<file path="src/rtl/cbi980_audio_buf.sv">
// Multi-channel audio sample buffer: per-channel RX/TX FIFOs behind a small register file,
// with watermark status, sticky under/overflow flags and a registered interrupt.
module cbi980_audio_buf #(
  parameter int NCH        = 2,
  parameter int DEPTH_LOG2 = 4,
  parameter int SW         = 24
) (
  input  logic              clk,
  input  logic              rst,
  output logic              interrupt,
  input  logic [4:0]        wr_addr,
  input  logic [31:0]       wr_data,
  input  logic              wr_en,
  output logic              wr_err,
  input  logic [4:0]        rd_addr,
  output logic [31:0]       rd_data,
  input  logic              rd_valid_in,
  output logic              rd_valid_out,
  input  logic [NCH-1:0]    aud_in_vld,
  input  logic [NCH*SW-1:0] aud_in,
  input  logic [NCH-1:0]    aud_out_req,
  output logic [NCH*SW-1:0] aud_out
);
  localparam int DEPTH = 1 << DEPTH_LOG2;
  localparam int LW = DEPTH_LOG2 + 1;
  localparam logic [LW-1:0] FULL_LVL = LW'(DEPTH);
  localparam logic [4:0] ADDR_END = 5'(16 + NCH);
  localparam logic [7:0] WM_RST = 8'(DEPTH / 2);
  localparam logic [31:0] ID_VAL = 32'hcb199810;

  logic [SW-1:0] rx_mem [NCH][DEPTH];
  logic [SW-1:0] tx_mem [NCH][DEPTH];
  logic [DEPTH_LOG2-1:0] rx_wp [NCH];
  logic [DEPTH_LOG2-1:0] rx_rp [NCH];
  logic [DEPTH_LOG2-1:0] tx_wp [NCH];
  logic [DEPTH_LOG2-1:0] tx_rp [NCH];
  logic [LW-1:0] rx_lvl [NCH];
  logic [LW-1:0] tx_lvl [NCH];
  logic [SW-1:0] aud_out_q [NCH];

  logic [31:0] cr;
  logic [15:0] wmr;
  logic [31:0] stkr;

  logic [NCH-1:0] rx_full, tx_full, rx_push, rx_pop, rx_ovf_set;
  logic [NCH-1:0] tx_req, tx_push, tx_pop, tx_unf_set, tx_drop, rx_hi, tx_lo;
  logic [31:0] sr, cr_mask, stkr_mask, stkr_set, stkr_clr, rd_mux;
  logic wr_cr, clr;

  assign wr_cr = wr_en && (wr_addr == 5'd2);
  // soft_rst is never stored; it acts exactly like rst on the following edge
  assign clr = rst || (wr_cr && wr_data[31]);
  assign stkr_clr = (wr_en && wr_addr == 5'd4) ? (wr_data & stkr_mask) : '0;

  always_comb begin
    rx_full = '0; tx_full = '0; rx_push = '0; rx_pop = '0; rx_ovf_set = '0;
    tx_req = '0; tx_push = '0; tx_pop = '0; tx_unf_set = '0; tx_drop = '0;
    rx_hi = '0; tx_lo = '0; sr = '0; stkr_set = '0; stkr_mask = '0;
    cr_mask = 32'h0007_0000;
    for (int ch = 0; ch < NCH; ch++) begin
      rx_full[ch] = (rx_lvl[ch] == FULL_LVL);
      tx_full[ch] = (tx_lvl[ch] == FULL_LVL);
      rx_pop[ch] = rd_valid_in && (rd_addr == 5'(16 + ch)) && (rx_lvl[ch] != '0);
      // a pop in the same cycle frees the slot, so a push into a full FIFO is legal then
      rx_push[ch] = aud_in_vld[ch] && cr[ch] && (!rx_full[ch] || rx_pop[ch]);
      rx_ovf_set[ch] = aud_in_vld[ch] && cr[ch] && rx_full[ch] && !rx_pop[ch];
      tx_req[ch] = aud_out_req[ch] && cr[8+ch];
      tx_pop[ch] = tx_req[ch] && (tx_lvl[ch] != '0);
      tx_unf_set[ch] = tx_req[ch] && (tx_lvl[ch] == '0);
      tx_push[ch] = wr_en && (wr_addr == 5'(16 + ch)) && (!tx_full[ch] || tx_pop[ch]);
      tx_drop[ch] = wr_en && (wr_addr == 5'(16 + ch)) && tx_full[ch] && !tx_pop[ch];
      rx_hi[ch] = 9'(rx_lvl[ch]) >= {1'b0, wmr[7:0]};
      tx_lo[ch] = 9'(tx_lvl[ch]) <= {1'b0, wmr[15:8]};
      sr[ch] = (rx_lvl[ch] != '0);
      sr[8+ch] = rx_hi[ch];
      sr[16+ch] = tx_lo[ch];
      sr[24+ch] = !tx_full[ch];
      cr_mask[ch] = 1'b1;
      cr_mask[8+ch] = 1'b1;
      stkr_mask[ch] = 1'b1;
      stkr_mask[8+ch] = 1'b1;
      stkr_set[ch] = rx_ovf_set[ch];
      stkr_set[8+ch] = tx_unf_set[ch];
    end
  end

  assign wr_err = wr_en && ((wr_addr <= 5'd1) ||
                            ((wr_addr >= 5'd5) && (wr_addr <= 5'd15)) ||
                            (wr_addr >= ADDR_END) || (|tx_drop));

  always_comb begin
    rd_mux = '0;
    case (rd_addr)
      5'd0: rd_mux = ID_VAL;
      5'd1: rd_mux = sr;
      5'd2: rd_mux = cr;
      5'd3: rd_mux = {16'h0, wmr};
      5'd4: rd_mux = stkr;
      default: begin
        for (int ch = 0; ch < NCH; ch++) begin
          if (rd_addr == 5'(16 + ch) && rx_lvl[ch] != '0)
            rd_mux = 32'($signed(rx_mem[ch][rx_rp[ch]]));
        end
      end
    endcase
  end

  always_ff @(posedge clk) begin
    if (clr) begin
      cr <= '0;
      wmr <= {WM_RST, WM_RST};
      stkr <= '0;
      interrupt <= 1'b0;
      rd_data <= '0;
      rd_valid_out <= 1'b0;
      for (int ch = 0; ch < NCH; ch++) begin
        rx_wp[ch] <= '0; rx_rp[ch] <= '0; rx_lvl[ch] <= '0;
        tx_wp[ch] <= '0; tx_rp[ch] <= '0; tx_lvl[ch] <= '0;
        aud_out_q[ch] <= '0;
      end
    end else begin
      if (wr_cr) cr <= wr_data & cr_mask;
      if (wr_en && wr_addr == 5'd3) wmr <= wr_data[15:0];
      // hardware set is OR-ed in after the clear so it wins a same-cycle W1C
      stkr <= (stkr & ~stkr_clr) | stkr_set;
      interrupt <= (cr[16] && |rx_hi) || (cr[17] && |tx_lo) || (cr[18] && |stkr);
      rd_valid_out <= rd_valid_in;
      if (rd_valid_in) rd_data <= rd_mux;
      for (int ch = 0; ch < NCH; ch++) begin
        if (rx_push[ch]) rx_wp[ch] <= rx_wp[ch] + 1'b1;
        if (rx_pop[ch]) rx_rp[ch] <= rx_rp[ch] + 1'b1;
        rx_lvl[ch] <= rx_lvl[ch] + LW'(rx_push[ch]) - LW'(rx_pop[ch]);
        if (tx_push[ch]) tx_wp[ch] <= tx_wp[ch] + 1'b1;
        if (tx_pop[ch]) tx_rp[ch] <= tx_rp[ch] + 1'b1;
        tx_lvl[ch] <= tx_lvl[ch] + LW'(tx_push[ch]) - LW'(tx_pop[ch]);
        if (tx_req[ch]) aud_out_q[ch] <= tx_pop[ch] ? tx_mem[ch][tx_rp[ch]] : '0;
      end
    end
  end

  always_ff @(posedge clk) begin
    for (int ch = 0; ch < NCH; ch++) begin
      if (rx_push[ch]) rx_mem[ch][rx_wp[ch]] <= aud_in[ch*SW +: SW];
      if (tx_push[ch]) tx_mem[ch][tx_wp[ch]] <= wr_data[SW-1:0];
    end
  end

  for (genvar g = 0; g < NCH; g++) begin : g_out
    assign aud_out[g*SW +: SW] = aud_out_q[g];
  end
endmodule

</file>
<file path="config.mk">
export PLATFORM = sky130hd
export DESIGN_NAME = cbi980_audio_buf
export DESIGN_NICKNAME = d
export VERILOG_FILES = /design/src/rtl/cbi980_audio_buf.sv
export SDC_FILE = /design/constraint.sdc
export NUM_CORES = 2
export LEC_CHECK = 0
export ABC_AREA = 0
export CAP_MARGIN = 20
export CORE_ASPECT_RATIO = 1.2
export CORE_MARGIN = 2
export CORE_UTILIZATION = 53
export CTS_CLUSTER_SIZE = 20
export DETAILED_ROUTE_END_ITERATION = 7
export GPL_TIMING_DRIVEN = 0
export PLACE_DENSITY = 0.82
export SLEW_MARGIN = 40
export SYNTH_ARGS = -nofsm -noshare
export SYNTH_HDL_FRONTEND = slang
export SYNTH_SLANG_ARGS = --single-unit
</file>
<file path="constraint.sdc">
create_clock -name clk -period 5 [get_ports clk]
set_clock_uncertainty 0.1 [all_clocks]
set_input_delay 0.5 -clock clk [delete_from_list [all_inputs] [get_ports clk]]
set_output_delay 0.5 -clock clk [all_outputs]
set_load 0.1 [all_outputs]
</file>
==> results by group <==
Pwr
  • Leak pwr: 25.4 nW
  • P_int: approximately 23 mW
  • Total power: 28.6 mW
  • Part of the power in combinational logic: 0.043
  • Peak supply drop: ~390 uV
  • Sw Share: 0.212
  • P per Cell Area: 372 nW/um^2
  • Reg power frac: 0.545
  • Clock power share: 0.413
  • P_sw: about 6.1 mW

GRT
  • First-pass GRT wire length: roughly 240000 um
  • Tot GR Track Use: 0.267
  • Antenna violations before repair: 17
  • Largest net degree at the start of global routing: 36
  • Grt total ovfl: 0
  • Vias in the first global route: roughly 36k

Place
  • Post-DP Area: 71800 um^2
  • Post-placement cell count: 5199
  • Placer's final routability congestion estimate: ~0.94
  • PortBufs: 171
  • Post-DP HPWL: 110000 um
  • Dpl ws: 573 ps

STA
  • Final Critical Period: about 4000 ps
  • RSZ-0062 raised after global routing: false
  • Final WS setup: 998 ps
  • Tcrit/Tclk final: 0.800
  • Fin. max-slew vios: 0
  • Worst-margin pin slew: 887 ps
  • # setup viols final: 0
  • Setup total negative slack: 0 ps
  • Fmax: 250 MHz
  • Final Hold Violating Endpoints: 0
  • Worst slew margin: 0.408

Hold path
  • Hold Startpoint: wr_data[12]
  • Worst min path class: input pin to flip-flop
  • Hold EP: tx_mem[0][12]
  • Hold path depth: 1

Critical path
  • Crit. path cell count: 7
  • RR Endpoint: tx_lvl[0][4]
  • Largest delay share family, worst path: simple AND/OR/NAND/NOR gates
  • WS Path Type: flip-flop to output pin
  • Max FO, Critical Path: 3
  • Crit-path cells: inv_1, ha_1, nor4bb_1, nand2_1, o211ai_1, o311a_1, buf_2
  • Startpoint Class: flip-flop
  • CP Buf/Inv Count: 2
  • Worst reg2reg setup slack: between 1000 and 1500 ps
  • CP max stage delay: 680 ps
  • R2r worst-path depth: 14
  • Worst path slowest cell: nor4bb_1
  • Reg-to-reg startpoint: tx_lvl[0][2]
  • Critical Path RT: about 4400 ps
  • Crit. End Element: output pin
  • Worst path arrival time: roughly 3400 ps

Final layout
  • Share of layout cells above drive strength 1: 0.293
  • Layout area overhead: 15.9%
  • Filler cells: 8093
  • FF/Latch Area: 50000 um^2
  • Post-Layout Cell Count: 5502
  • Multi-input logic area: around 16000 um^2
  • Design area: 76900 um^2
  • Layout Nets: slightly below 4k

Logic synthesis
  • Syn. warnings: 0
  • Post-synthesis compound-gate area fraction: 0.0208
  • Synth Area in Simple Gates: 0.0293
  • Post-synth EDFFs: 1616
  • Yosys reg bits: approximately 1.7k
  • Post-synth cell types: 61
  • Cells after Synth: 3192
  • Async set-reset flop share out of synthesis: 0
  • Most numerous cell in the Yosys netlist: edfxtp_1
  • Post-synth net total: 3358
  • Main combinational cell family by area after synthesis: multiplexers
  • Netlist Area Pre-Place: about 66000 um^2
  • Biggest area consumer among synthesized cells: edfxtp_1
  • Mean Syn Cell Area: around 21 um^2
  • Synth top cells by count: edfxtp_1 (1616), mux4_2 (402), mux2i_1 (120)
  • Seq/Total Area, Yosys: 0.754
  • Mux cell area share after synthesis: 0.162
  • Synth Area in Adders: 0.0133
  • Post-Synth XOR/XNOR Area: 0.00409
  • Top cell type's share of synthesized area: 0.731
  • Top FF cell, synth: edfxtp_1
  • Area contributors post-synth: edfxtp_1 (73%), mux4_2 (14%), dfxtp_1 (2.3%)

Floorplan
  • Die area: 128000 um^2
  • Row count: 142
  • Initial Util: 0.533
  • Core ar.: 125000 um^2
  • Die H: 392 um
  • IO Count: between 150 and 200
  • Die Width: around 330 um

Job
  • Max-cap violations: 0

Clock network
  • CTS Sinks: 1692
  • Clk root buf: clkbuf_16
  • Post-CTS Setup Repair Bufs: 0
  • Longest Clk Path Bufs: 3
  • CTS Hold Bufs: 1
  • Clock latency on the worst-skew pair: 810 ps
  • TritonCTS clock tree: yes
  • H-tree depth: 4
  • Resize count post-CTS: 0
  • Clk slew on worst S/H paths: 60 ps
  • CTS buffer count: between 150 and 200

Run status
  • Failing checks: DRC
  • Status: complete, but fails checks

Route
  • DR vias/cell: 6.41
  • Via total after detailed routing: approximately 35k
  • DR DRC count: 17
  • Post-DR wirelength/cell: 30.9 um
  • WL final: between 150000 and 200000 um
  • Post-DRT Antenna Nets: 0
  • Drt first pass iters: 8
  • Detailed Route Iter0 Violations: 4386
## worst max path at each step
| stage | from | to | slack, ps |
|---|---|---|---|
| 3_5_place_dp | wr_en | aud_out_q[0][47] | 570 |
| 4_1_cts | tx_lvl[0][2] | wr_err | 1060 |
| 2_1_floorplan | wr_addr[1] | tx_mem[0][288] | 690 |
| 3_3_place_gp | wr_addr[4] | tx_mem[0][351] | -3050 |
| 6_report | tx_lvl[0][2] | wr_err | 1000 |
| 5_1_grt | tx_lvl[0][2] | wr_err | 920 |
## power groups by stage
stage / Sequential, mW / Combinational (mW) / Clock [mW]
2_1_floorplan: 16.0 / 0.575 / 0
3_3_place_gp: 15.9 / 1.16 / 0
3_5_place_dp: 15.9 / 1.19 / 0
4_1_cts: 15.6 / 1.21 / 11.9
5_1_grt: 15.6 / 1.28 / 12.4
6_report: 15.6 / 1.22 / 11.8
## layer usage
layer	track usage	vias up	routed length, um
met1	0.320	18100	57400
met4	0.128	22	8470
met3	0.0679	496	17700
met5	0.00686	-	247
met2	0.452	2509	86100
li1	-	14200	-
## final cells by class
type / count / share of cell area
multi-input cells: 1257 / 0.203
clock buffers: 204 / 0.0558
well taps: 1656 / 0.0269
clock inverters: 91 / 0.00974
plain buffers: 170 / 0.0109
repair buffers: 352 / 0.0397
flip-flops and latches: 1692 / 0.651
diodes: 7 / 0.000228
inverters: 73 / 0.00356
## worst register-to-register path, delay by kind of cell (launching register included)
family	cells	cell delay, ps
adders and majority gates	4	1100
and+or+nand+nor	5	940
xor gates and xnor gates	1	120
AOI/OAI and AO/OA	1	150
DFF	1	370
buffers and inverters	3	780
## cells by family after synthesis
kind of cell	after synthesis
DFF	1692
muxes	564
and+or+nand+nor	393
buffers and inverters	243
AOI/OAI and AO/OA	201
adders and majority gates	68
xor gates and xnor gates	31
## metrics by stage
| step | hold WS [ps] | util |
|---|---|---|
| after floorplan | 368 | - |
| after global placement | 407 | 0.563 |
| after detailed placement | 394 | 0.577 |
| after CTS | 5.26 | 0.617 |
| after global routing | 50.1 | 0.618 |
| final | 56.3 | 0.618 |
## flip-flops by register name (all words and copies together), names as in the netlist, 8 cells and up
register	flops
aud_out_q	48
rd_data	27
rx_lvl	10
rx_mem	768
rx_rp	8
rx_wp	8
tx_lvl	10
tx_mem	768
tx_rp	8
tx_wp	8
wmr	16
## layout by cell type, fill, tap and decap left out, types with 20 or more instances in the layout
cell type / Yosys / layout
clkinv_2: 0 / 26
mux2_2: 42 / 42
mux2i_1: 120 / 120
nand2_1: 92 / 90
xnor2_1: 20 / 20
buf_4: 10 / 47
dfxtp_1: 76 / 76
o211ai_1: 49 / 49
clkdlybuf4s50_1: 0 / 64
o21ai_0: 21 / 21
inv_1: 71 / 71
nand3_1: 26 / 26
clkbuf_1: 67 / 99
buf_2: 67 / 272
a21oi_1: 42 / 42
a22oi_1: 26 / 26
nor2_1: 116 / 92
clkbuf_16: 0 / 163
nor2_4: 0 / 24
ha_1: 64 / 64
and3_1: 45 / 45
edfxtp_1: 1616 / 1616
buf_16: 0 / 33
clkinv_1: 1 / 35
mux4_2: 402 / 402
No activity file was read; power rests on OpenSTA's default activity.
